`config.mk`:
```
export PLATFORM = sky130hd
export DESIGN_NAME = seq_divider_64
export DESIGN_NICKNAME = d
export VERILOG_FILES = /design/src/rtl/divider_pkg.sv /design/src/rtl/ripple_carry_adder_64.sv /design/src/rtl/seq_divider_64.sv
export SDC_FILE = /design/constraint.sdc
export NUM_CORES = 1
export LEC_CHECK = 0
export CORE_MARGIN = 1.5
export CORE_UTILIZATION = 60
export CTS_CLUSTER_SIZE = 28
export DETAILED_ROUTE_END_ITERATION = 10
export HOLD_SLACK_MARGIN = 0.06
export PLACE_DENSITY = 0.86
export SYNTH_ARGS = -nofsm -noshare
export SYNTH_HDL_FRONTEND = slang
export SYNTH_SLANG_ARGS = --single-unit
```
`constraint.sdc`:
```
create_clock -name clk -period 52 [get_ports clk]
set_input_delay 5.2 -clock clk [delete_from_list [all_inputs] [get_ports clk]]
set_output_delay 5.2 -clock clk [all_outputs]
set_load 0.005 [all_outputs]
```
`src/rtl/divider_pkg.sv`:
```
`default_nettype none
// ============================================================================
//  Module      : divider_pkg
//  Description : Shared types and constants for the iterative 64-bit divider.
//  Revision    : 1.0 - initial release
// ============================================================================
package divider_pkg;

    localparam int DIV_WIDTH    = 64;
    localparam int DIV_CNT_BITS = $clog2(DIV_WIDTH);

    typedef enum logic [1:0] {
        IDLE = 2'd0,
        RUN  = 2'd1,
        DONE = 2'd2
    } div_state_t;

endpackage : divider_pkg
`default_nettype wire

```
`src/rtl/ripple_carry_adder_64.sv`:
```
`default_nettype none
// ============================================================================
//  Module      : ripple_carry_adder_64
//  Description : Gate-level ripple-carry adder/subtractor. With sub = 1 it
//                computes a - b and carry_out is the no-borrow flag.
//  Revision    : 1.0 - initial release
// ============================================================================
module ripple_carry_adder_64
    import divider_pkg::*;
#(
    parameter int WIDTH = DIV_WIDTH
) (
    input  logic [WIDTH-1:0] a,
    input  logic [WIDTH-1:0] b,
    input  logic             sub,
    output logic [WIDTH-1:0] sum,
    output logic             carry_out,
    output logic             overflow
);

    logic [WIDTH:0]   w_carry;
    logic [WIDTH-1:0] w_b_eff;

    // Subtraction is a + ~b + 1: invert b and inject the +1 as carry-in.
    assign w_carry[0] = sub;

    // One full adder per bit; carries ripple from LSB to MSB.
    for (genvar i = 0; i < WIDTH; i++) begin : g_bit
        assign w_b_eff[i]   = b[i] ^ sub;
        assign sum[i]       = a[i] ^ w_b_eff[i] ^ w_carry[i];
        assign w_carry[i+1] = (a[i] & w_b_eff[i]) | (w_carry[i] & (a[i] ^ w_b_eff[i]));
    end : g_bit

    assign carry_out = w_carry[WIDTH];
    assign overflow  = w_carry[WIDTH] ^ w_carry[WIDTH-1];

endmodule : ripple_carry_adder_64
`default_nettype wire

```
`src/rtl/seq_divider_64.sv`:
```
`default_nettype none
// ============================================================================
//  Module      : seq_divider_64
//  Description : Iterative restoring shift-subtract divider, one quotient
//                bit per clock, for UDIV/SDIV with start/busy/done handshake.
//  Revision    : 1.0 - initial release
// ============================================================================
module seq_divider_64
    import divider_pkg::*;
#(
    parameter int WIDTH = DIV_WIDTH
) (
    input  logic             clk,
    input  logic             reset,
    input  logic             start,
    input  logic             is_signed,
    input  logic [WIDTH-1:0] dividend,
    input  logic [WIDTH-1:0] divisor,
    output logic             busy,
    output logic             done,
    output logic [WIDTH-1:0] quotient,
    output logic [WIDTH-1:0] remainder,
    output logic             div_by_zero
);

    div_state_t              r_state;
    div_state_t              w_next_state;
    logic [DIV_CNT_BITS-1:0] r_cnt;
    logic [WIDTH-1:0]        r_rem;
    logic [WIDTH-1:0]        r_q;
    logic [WIDTH-1:0]        r_dvs_mag;
    logic                    r_neg_q;
    logic                    r_neg_r;
    logic                    r_dbz;
    logic [WIDTH-1:0]        r_quot_out;
    logic [WIDTH-1:0]        r_rem_out;
    logic                    r_dbz_out;

    logic                    w_div_zero;
    logic                    w_dvd_neg;
    logic                    w_dvs_neg;
    logic [WIDTH-1:0]        w_dvd_mag;
    logic [WIDTH-1:0]        w_dvs_mag;
    logic [WIDTH-1:0]        w_r_shifted;
    logic                    w_msb_out;
    logic [WIDTH-1:0]        w_trial;
    logic                    w_no_borrow;
    logic                    w_unused_overflow;
    logic                    w_take;
    logic                    w_last;
    logic [WIDTH-1:0]        w_quot_final;
    logic [WIDTH-1:0]        w_rem_final;

    assign w_div_zero  = (divisor == '0);
    assign w_dvd_neg   = is_signed & dividend[WIDTH-1];
    assign w_dvs_neg   = is_signed & divisor[WIDTH-1];
    assign w_dvd_mag   = w_dvd_neg ? -dividend : dividend;
    assign w_dvs_mag   = w_dvs_neg ? -divisor  : divisor;

    // {R,Q} shifted left by one; the bit leaving R is kept as msb_out so a
    // shifted value that overflows WIDTH bits still counts as >= divisor.
    assign w_msb_out   = r_rem[WIDTH-1];
    assign w_r_shifted = {r_rem[WIDTH-2:0], r_q[WIDTH-1]};
    assign w_take      = w_msb_out | w_no_borrow;
    assign w_last      = (r_cnt == DIV_CNT_BITS'(WIDTH - 1));

    assign w_quot_final = r_neg_q ? -r_q   : r_q;
    assign w_rem_final  = r_neg_r ? -r_rem : r_rem;

    ripple_carry_adder_64 #(
        .WIDTH     (WIDTH)
    ) u_trial_sub (
        .a         (w_r_shifted),
        .b         (r_dvs_mag),
        .sub       (1'b1),
        .sum       (w_trial),
        .carry_out (w_no_borrow),
        .overflow  (w_unused_overflow)
    );

    // State register.
    always_ff @(posedge clk) begin
        if (reset) begin
            r_state <= IDLE;
        end else begin
            r_state <= w_next_state;
        end
    end

    // Next-state logic: IDLE -> RUN -> DONE -> IDLE, or IDLE -> DONE on /0.
    always_comb begin
        w_next_state = r_state;
        case (r_state)
            IDLE:    if (start) w_next_state = w_div_zero ? DONE : RUN;
            RUN:     if (w_last) w_next_state = DONE;
            DONE:    w_next_state = IDLE;
            default: w_next_state = IDLE;
        endcase
    end

    // Datapath: operand capture, one shift-subtract step per RUN cycle,
    // result registration in DONE.
    always_ff @(posedge clk) begin
        if (reset) begin
            r_cnt      <= '0;
            r_rem      <= '0;
            r_q        <= '0;
            r_dvs_mag  <= '0;
            r_neg_q    <= 1'b0;
            r_neg_r    <= 1'b0;
            r_dbz      <= 1'b0;
            r_quot_out <= '0;
            r_rem_out  <= '0;
            r_dbz_out  <= 1'b0;
        end else begin
            case (r_state)
                IDLE: begin
                    if (start) begin
                        r_cnt      <= '0;
                        r_quot_out <= '0;
                        r_rem_out  <= '0;
                        r_dbz_out  <= 1'b0;
                        if (w_div_zero) begin
                            // Feed the raw dividend through the DONE stage as
                            // the remainder with no sign fix-up.
                            r_q       <= '0;
                            r_rem     <= dividend;
                            r_dvs_mag <= '0;
                            r_neg_q   <= 1'b0;
                            r_neg_r   <= 1'b0;
                            r_dbz     <= 1'b1;
                        end else begin
                            r_q       <= w_dvd_mag;
                            r_rem     <= '0;
                            r_dvs_mag <= w_dvs_mag;
                            r_neg_q   <= w_dvd_neg ^ w_dvs_neg;
                            r_neg_r   <= w_dvd_neg;
                            r_dbz     <= 1'b0;
                        end
                    end
                end
                RUN: begin
                    r_rem <= w_take ? w_trial : w_r_shifted;
                    r_q   <= {r_q[WIDTH-2:0], w_take};
                    r_cnt <= r_cnt + DIV_CNT_BITS'(1);
                end
                DONE: begin
                    r_quot_out <= w_quot_final;
                    r_rem_out  <= w_rem_final;
                    r_dbz_out  <= r_dbz;
                end
                default: begin
                end
            endcase
        end
    end

    // Results are presented directly in the DONE cycle, then held from regs.
    always_comb begin
        busy        = (r_state != IDLE);
        done        = (r_state == DONE);
        quotient    = done ? w_quot_final : r_quot_out;
        remainder   = done ? w_rem_final  : r_rem_out;
        div_by_zero = done ? r_dbz        : r_dbz_out;
    end

endmodule : seq_divider_64
`default_nettype wire

```
# Yosys cells after proc, flatten, opt, wreduce, memory -nomap -nowiden
# Cells that the tools add are included.
op_classes:
  n_addsub: 5
  n_eq_ne: 5
  muxes: 29
  n_bitwise: 387
  n_reduce_logical: 9
op_table:
  columns: ["cell", "count"]
  rows:
  - ["2-to-1 mux 64 bit", 13]
  - ["one-hot mux 64 bit (2 select lines)", 4]
  - ["negator 64 bit", 4]
  - ["bitwise AND 1 bit", 129]
  - ["XOR 1 bit", 128]
  - ["inverter 1 bit", 65]
  - ["OR 1 bit", 65]
  - ["logical NOT 64 bit", 1]
  - ["one-hot mux 6 bit (2 select lines)", 1]
  - ["AND reduction 2 bit", 4]
  - ["adder 6 x 1 -> 6 bit (second input constant)", 1]
  - ["equality test 6 bit (second input constant)", 1]
  - ["2-to-1 mux 2 bit", 3]
  - ["2-to-1 mux 6 bit", 1]
  - ["nonzero test 2 bit", 3]
  - ["2-to-1 mux 1 bit", 5]
  - ["!= test 2 bit (second input constant)", 2]
  - ["one-hot mux 2 bit (2 select lines)", 1]
  - ["equality test 2 x 1 -> 1 bit (second input constant)", 1]
  - ["equality test 2 bit (second input constant)", 1]
  - ["logical NOT 2 bit", 1]
  - ["one-hot mux 1 bit (2 select lines)", 1]
word_totals:
  register_bits: 332
  in_bits: 132
  output_inout_bits: 131
  wordCells: 446

# Longest topological paths before layout
logic_depth:
  ltp_word: 132
  mapped_depth: 76
  depth_no_buf: 73

# By module
# A second synthesis with hierarchy kept.
unflattened:
  hier_cells: 2958
  area_unflattened_um2: 22479.1
by_module_without_submodules:
  columns: ["module", "n_inst", "cells_per_inst", "area_per_inst_um2", "seq_area_each_um2"]
  rows:
  - ["seq_divider_64", 1, 2697, 20068.0, 6646.4]
  - ["ripple_carry_adder_64", 1, 261, 2411.1, 0.0]

# Least setup slack after synthesis
# OpenSTA, ideal clock, no wires.
synth_timing:
  path_kind: "reg2reg"
  from: "register r_q[63]"
  to: "register r_rem[34]"
  setup_time_ns: 0.134
  arrival_time_ns: 25.483
  t_required_ns: 51.866
  setup_slack_ns: 26.383
  stages_incl_launch_ff: 76
  n_path_buf: 3
  synth_period_minus_slack_ns: 25.617
  path_cell_list: "dfxtp_1 -> inv_1 -> ha_1 -> fa_1 -> fa_1 -> fa_1 -> fa_1 -> fa_1 -> fa_1 -> fa_1 -> fa_1 -> fa_1 -> fa_1 -> fa_1 -> fa_1 -> fa_1 -> fa_1 -> fa_1 -> [... 40 more ...] -> fa_1 -> fa_1 -> fa_1 -> fa_1 -> fa_1 -> inv_1 -> fa_1 -> inv_1 -> fa_1 -> inv_1 -> fa_1 -> or2_2 -> clkbuf_1 -> clkbuf_1 -> clkbuf_1 -> a211oi_1 -> a211oi_1 -> a211oi_1"
synth_via:
  elab_chain_cells: 131
  elab_cells_between_ends: 133
  classes_between: "mux (2); bitwise (131)"
synth_lines:
  columns: ["item", "line", "text"]
  rows:
  - ["start: declaration", "seq_divider_64.sv:30", "logic [WIDTH-1:0] r_q;"]
  - ["start signal: assignment", "seq_divider_64.sv:133", "r_q <= w_dvd_mag;"]
  - ["start signal: assignment", "seq_divider_64.sv:144", "r_q <= {r_q[WIDTH-2:0], w_take};"]
  - ["bitwise AND 1 bit / XOR 1 bit (equally long branches)", "ripple_carry_adder_64.sv:31", "assign w_carry[i+1] = (a[i] & w_b_eff[i]) | (w_carry[i] & (a[i] ^ w_b_eff[i]));"]
  - ["OR 1 bit *", "ripple_carry_adder_64.sv:31", null]
  - ["bitwise AND 1 bit *", "ripple_carry_adder_64.sv:31", null]
  - ["OR 1 bit *", "ripple_carry_adder_64.sv:31", null]
  - ["bitwise AND 1 bit *", "ripple_carry_adder_64.sv:31", null]
  - ["OR 1 bit *", "ripple_carry_adder_64.sv:31", null]
  - ["bitwise AND 1 bit *", "ripple_carry_adder_64.sv:31", null]
  - ["OR 1 bit *", "ripple_carry_adder_64.sv:31", null]
  - ["[... 115 more ...]", null, null]
  - ["OR 1 bit", "ripple_carry_adder_64.sv:31", null]
  - ["bitwise AND 1 bit", "ripple_carry_adder_64.sv:31", null]
  - ["OR 1 bit", "ripple_carry_adder_64.sv:31", null]
  - ["bitwise AND 1 bit", "ripple_carry_adder_64.sv:31", null]
  - ["OR 1 bit", "ripple_carry_adder_64.sv:31", null]
  - ["OR 1 bit", "seq_divider_64.sv:64", "assign w_take = w_msb_out | w_no_borrow;"]
  - ["2-to-1 mux 64 bit *", "seq_divider_64.sv:143", "r_rem <= w_take ? w_trial : w_r_shifted;"]
  - ["one-hot mux 64 bit (2 select lines) *", "seq_divider_64.sv:116", "case (r_state)"]
  - ["end signal: assignment", "seq_divider_64.sv:127", "r_rem <= dividend;"]
  - ["end signal: assignment", "seq_divider_64.sv:143", null]
  - ["end: declaration", "seq_divider_64.sv:29", "logic [WIDTH-1:0] r_rem;"]
# Every way passes the cells marked *; elsewhere a longest branch is shown, timed or not.
# A chain may end at the register's enable or synchronous reset.

# Worst setup path in the final report
layout_timing:
  from: "register r_q[63]"
  to: "register r_rem[13]"
layout_via:
  elab_chain_cells: 131
  elab_cells_between_ends: 133
  classes_between: "mux (2); bitwise (131)"
layout_lines:
  columns: ["item", "line"]
  rows:
  - ["bitwise AND 1 bit / XOR 1 bit (equally long branches)", "ripple_carry_adder_64.sv:31"]
  - ["OR 1 bit *", "ripple_carry_adder_64.sv:31"]
  - ["bitwise AND 1 bit *", "ripple_carry_adder_64.sv:31"]
  - ["OR 1 bit *", "ripple_carry_adder_64.sv:31"]
  - ["bitwise AND 1 bit *", "ripple_carry_adder_64.sv:31"]
  - ["OR 1 bit *", "ripple_carry_adder_64.sv:31"]
  - ["bitwise AND 1 bit *", "ripple_carry_adder_64.sv:31"]
  - ["OR 1 bit *", "ripple_carry_adder_64.sv:31"]
  - ["[... 115 more ...]", null]
  - ["OR 1 bit", "ripple_carry_adder_64.sv:31"]
  - ["bitwise AND 1 bit", "ripple_carry_adder_64.sv:31"]
  - ["OR 1 bit", "ripple_carry_adder_64.sv:31"]
  - ["bitwise AND 1 bit", "ripple_carry_adder_64.sv:31"]
  - ["OR 1 bit", "ripple_carry_adder_64.sv:31"]
  - ["OR 1 bit", "seq_divider_64.sv:64"]
  - ["2-to-1 mux 64 bit *", "seq_divider_64.sv:143"]
  - ["one-hot mux 64 bit (2 select lines) *", "seq_divider_64.sv:116"]
# Marked as above.

==> metrics.md <==
| Metric | Value |
|---|---|
| Synth Area in XOR/XNOR | 10.4% |
| Post-synth EDFFs | 0 |
| Pwr dens | 30.4 mW/mm^2 |
| Initial antenna violation count | 3 |
| Worst slew margin | 14.5% |
| Die height | 189 um |
| CTS tree | built |
| Synth Cell Area | 0.0207 mm^2 |
| I/O Buffers | 262 |
| Slowest Stage Delay on Critical Path | 0.81 ns |
| Reg2Reg Setup Slack | 24.60 ns |
| Comb power frac | 25.5% |
| Setup Viol. Count Final | 0 |
| Clock share of power | 35.3% |
| Minimum clock period | 27.40 ns |
| Max Fclk | 0.0365 GHz |
| Largest family of logic cells by synthesized area | simple AND/OR/NAND/NOR gates |
| Reg clk slew, reported paths | 0.06 ns |
| Clk buf depth | 3 |
| R2R depth | 74 |
| Crit path kind | reg2reg |
| Area growth syn-to-layout | 18.5% |
| FF-to-FF Start | r_q[63]$_SDFFE_PP0P_ |
| Die area | 0.0356 mm^2 |
| Tot GR Track Use | 35.4% |
| # IOs | 263 |
| Synth Instances | 2771 |
| Most frequent cell after synthesis | nand2_1 |
| Simple-gate share of the synthesized area | 22.9% |
| Warnings, synthesis | 0 |
| Largest cells by area after synthesis | dfxtp_1 32%, nand2_1 8.3%, o21ai_0 7.4% |
| DR DRC count | 0 |
| Row count | 67 |
| Status | finished clean |
| Register share of total power | 39.1% |
| Final Cycle Share | 52.7% |
| TNS Setup | 0 ns |
| Compound-Gate Fraction of Synth Area | 22.8% |
| CTS sink cnt | 332 |
| Core Area | 0.0338 mm^2 |
| Vias in the first global route | 19400 |
| Peak supply drop | 22.3 uV |
| Synth top area share | 32.1% |
| CP Launch Type | register |
| Gp weighted congestion | 0.990 |
| Final wirelength | 64800 um |
| Async set or reset register ratio after synthesis | 0% |
| Arr. time, crit path | 27.82 ns |
| DR pass1 iterations | 6 |
| Net Sw Frac | 32.7% |
| Final Hold Vio Count | 0 |
| Gr ovfl total | 0 |
| RSZ-0062 raised after global routing | false |
| Layout cells sized above 1 | 3.67% |
| Detail Placement HPWL | 46200 um |
| Setup bufs post-CTS | 0 |
| Max-cap violations | 0 |
| Worst EP required | 52.42 ns |
| Adder-cell share of the synthesized area | 6.46% |
| P_leak | 8.53 nW |
| Count of cell types in the netlist | 58 |
| Psw | 0.243 mW |
| Worst min path class | reg2reg |
| Area leader, netlist | dfxtp_1 |
| Pin count of the biggest net entering global routing | 133 |
| Commonest cells in the netlist | 457 x nand2_1, 332 x dfxtp_1, 308 x o21ai_0 |
| Critical path fanouts, max | 95 |
| Worst reg2reg endpoint | r_rem[13]$_SDFFE_PP0P_ |
| Register area share after synthesis | 32.1% |
| Clk root buf | clkbuf_16 |
| H-tree Lvls | 2 |
| Skew-Pair Late Insertion Delay | 0.53 ns |
| Most frequent CP cell | fa_1 |
| Critical Path Start | r_q[63]$_SDFFE_PP0P_ |
| Post-CTS sizing | 0 |
| Num CTS Buffers | 37 |
| Hold_buf cts | 0 |
| Internal power | 0.502 mW |
| DR iter-0 viols | 2550 |
| Vias | 21200 |
| Clk_skew | 0.0241 ns |
| Final slew viol count | 0 |
| Per-cell routed wire length | 19.3 um |
| ANT nets after route | 0 |
| Final Power | 0.745 mW |
| Avg Vias per Cell | 6.29 |
| Slew @ Worst Pin | 1.28 ns |
| Wire length of the first global-routing pass | 103000 um |
| Initial core utilization | 61.3% |
| Crit-path slowest cell | buf_4 |
| Setup crit end kind | register |
| # fillers | 2614 |
| Multiplexer share of the synthesized area | 0.103% |
| Die X | 189 um |
| Final nets | 3090 |
| Most used DFF post-synth | dfxtp_1 |
| Syn avg cell area | 7.47 um^2 |
| Crit path capture | r_rem[13]$_SDFFE_PP0P_ |
| Syn Nets | 2972 |
| Seq cells post-synth | 332 |
[kinds of logic after synthesis]
group                      count (synthesis)
buffers and inverters                    287
xor gates and xnor gates                 246
and+or+nand+nor                         1057
DFF                                      332
muxes                                      2
adders and majority gates                 69
AOI/OAI and AO/OA                        778
[flip-flops by register name, summed over array words and instances (netlist names)]
register,count
r_dvs_mag,64
r_q,64
r_quot_out,64
r_rem,64
r_rem_out,64
r_cnt,6
r_state,2
r_dbz,1
r_dbz_out,1
r_neg_q,1
r_neg_r,1
[critical path: cells and delay by family, from the launching register on]
kind | cells | cell delay (ns)
adder cells (fa/ha/maj) | 64 | 24.65
flip-flops | 1 | 0.38
AO/OA/AOI/OAI | 3 | 0.67
AND/OR/NAND/NOR | 2 | 0.44
buffers and inverters | 5 | 1.10
[power by group through the flow]
stage | Combinational (mW) | Sequential (mW) | Clock (mW)
after floorplan | 0.132 | 0.289 | 0
final | 0.190 | 0.292 | 0.263
after global placement | 0.177 | 0.295 | 0
after detailed placement | 0.184 | 0.296 | 0
after CTS | 0.186 | 0.290 | 0.264
after global routing | 0.210 | 0.293 | 0.275
[layer usage]
metal | routed length [um] | track usage (%) | vias to the layer above | share of wire (%)
li1 | - | - | 9929 | -
met1 | 26900 | 47.7 | 9862 | 42
met2 | 28600 | 54.7 | 1172 | 44
met3 | 6410 | 7.45 | 189 | 9.9
met4 | 2810 | 15.2 | 0 | 4.3
met5 | 0 | 0 | - | 0
[layout by cell type, fill, tap and decap left out, drive strengths merged, types with 19 or more instances in the layout]
cell type        n
inv             84
o31ai           46
nor3            40
nor2           281
xor2           111
nor4           100
o21ai          313
nand4           22
nand2          457
a31oi           24
clkbuf          50
nand2b          19
xnor2          135
a21oi          153
dfxtp          332
buf             20
clkdlybuf4s50  261
o41ai           25
fa              63
nand3           56
a211oi         191
[final cells by class]
| cell class | count | area [um^2] | area share [%] |
|---|---|---|---|
| Clock inverter | 12 | 163 | 0.663 |
| Sequential cell | 332 | 6650 | 27.1 |
| Inverter | 85 | 319 | 1.30 |
| Timing Repair Buffer | 281 | 2770 | 11.3 |
| Antenna cell | 3 | 7.51 | 0.0306 |
| Clock buffer | 50 | 1020 | 4.18 |
| Multi-Input combinational cell | 2152 | 13000 | 53.2 |
| Tap cell | 448 | 561 | 2.29 |
[worst min-delay path by stage]
stage | start | to | slack, ns | cells after the start
global route | r_quot_out[24]$_SDFFE_PP0P_ | r_quot_out[24]$_SDFFE_PP0P_ | 0.47 | 2
detailed placement | r_quot_out[33]$_SDFFE_PP0P_ | r_quot_out[33]$_SDFFE_PP0P_ | 0.44 | 2
CTS | r_quot_out[24]$_SDFFE_PP0P_ | r_quot_out[24]$_SDFFE_PP0P_ | 0.46 | 2
floorplan | r_quot_out[13]$_SDFFE_PP0P_ | r_quot_out[13]$_SDFFE_PP0P_ | 0.42 | 2
global placement | r_quot_out[46]$_SDFFE_PP0P_ | r_quot_out[46]$_SDFFE_PP0P_ | 0.43 | 2
finish | r_quot_out[56]$_SDFFE_PP0P_ | r_quot_out[56]$_SDFFE_PP0P_ | 0.45 | 2
[stage by stage]
step / cell area [um^2] / std cells / hold WS, ns / worst slack (ns) / util, %
floorplan: 20700 / 2771 / 0.425 / 26.38 / -
global route: 24500 / 3363 / 0.472 / 23.73 / 72.6
finish: 24500 / 3363 / 0.453 / 24.60 / 72.6
CTS: 24500 / 3360 / 0.455 / 24.82 / 72.6
global placement: 23300 / 3298 / 0.433 / 25.29 / 69.1
detailed placement: 23300 / 3298 / 0.442 / 24.89 / 69.1
Note: power is estimated with default switching activity, not from simulation.
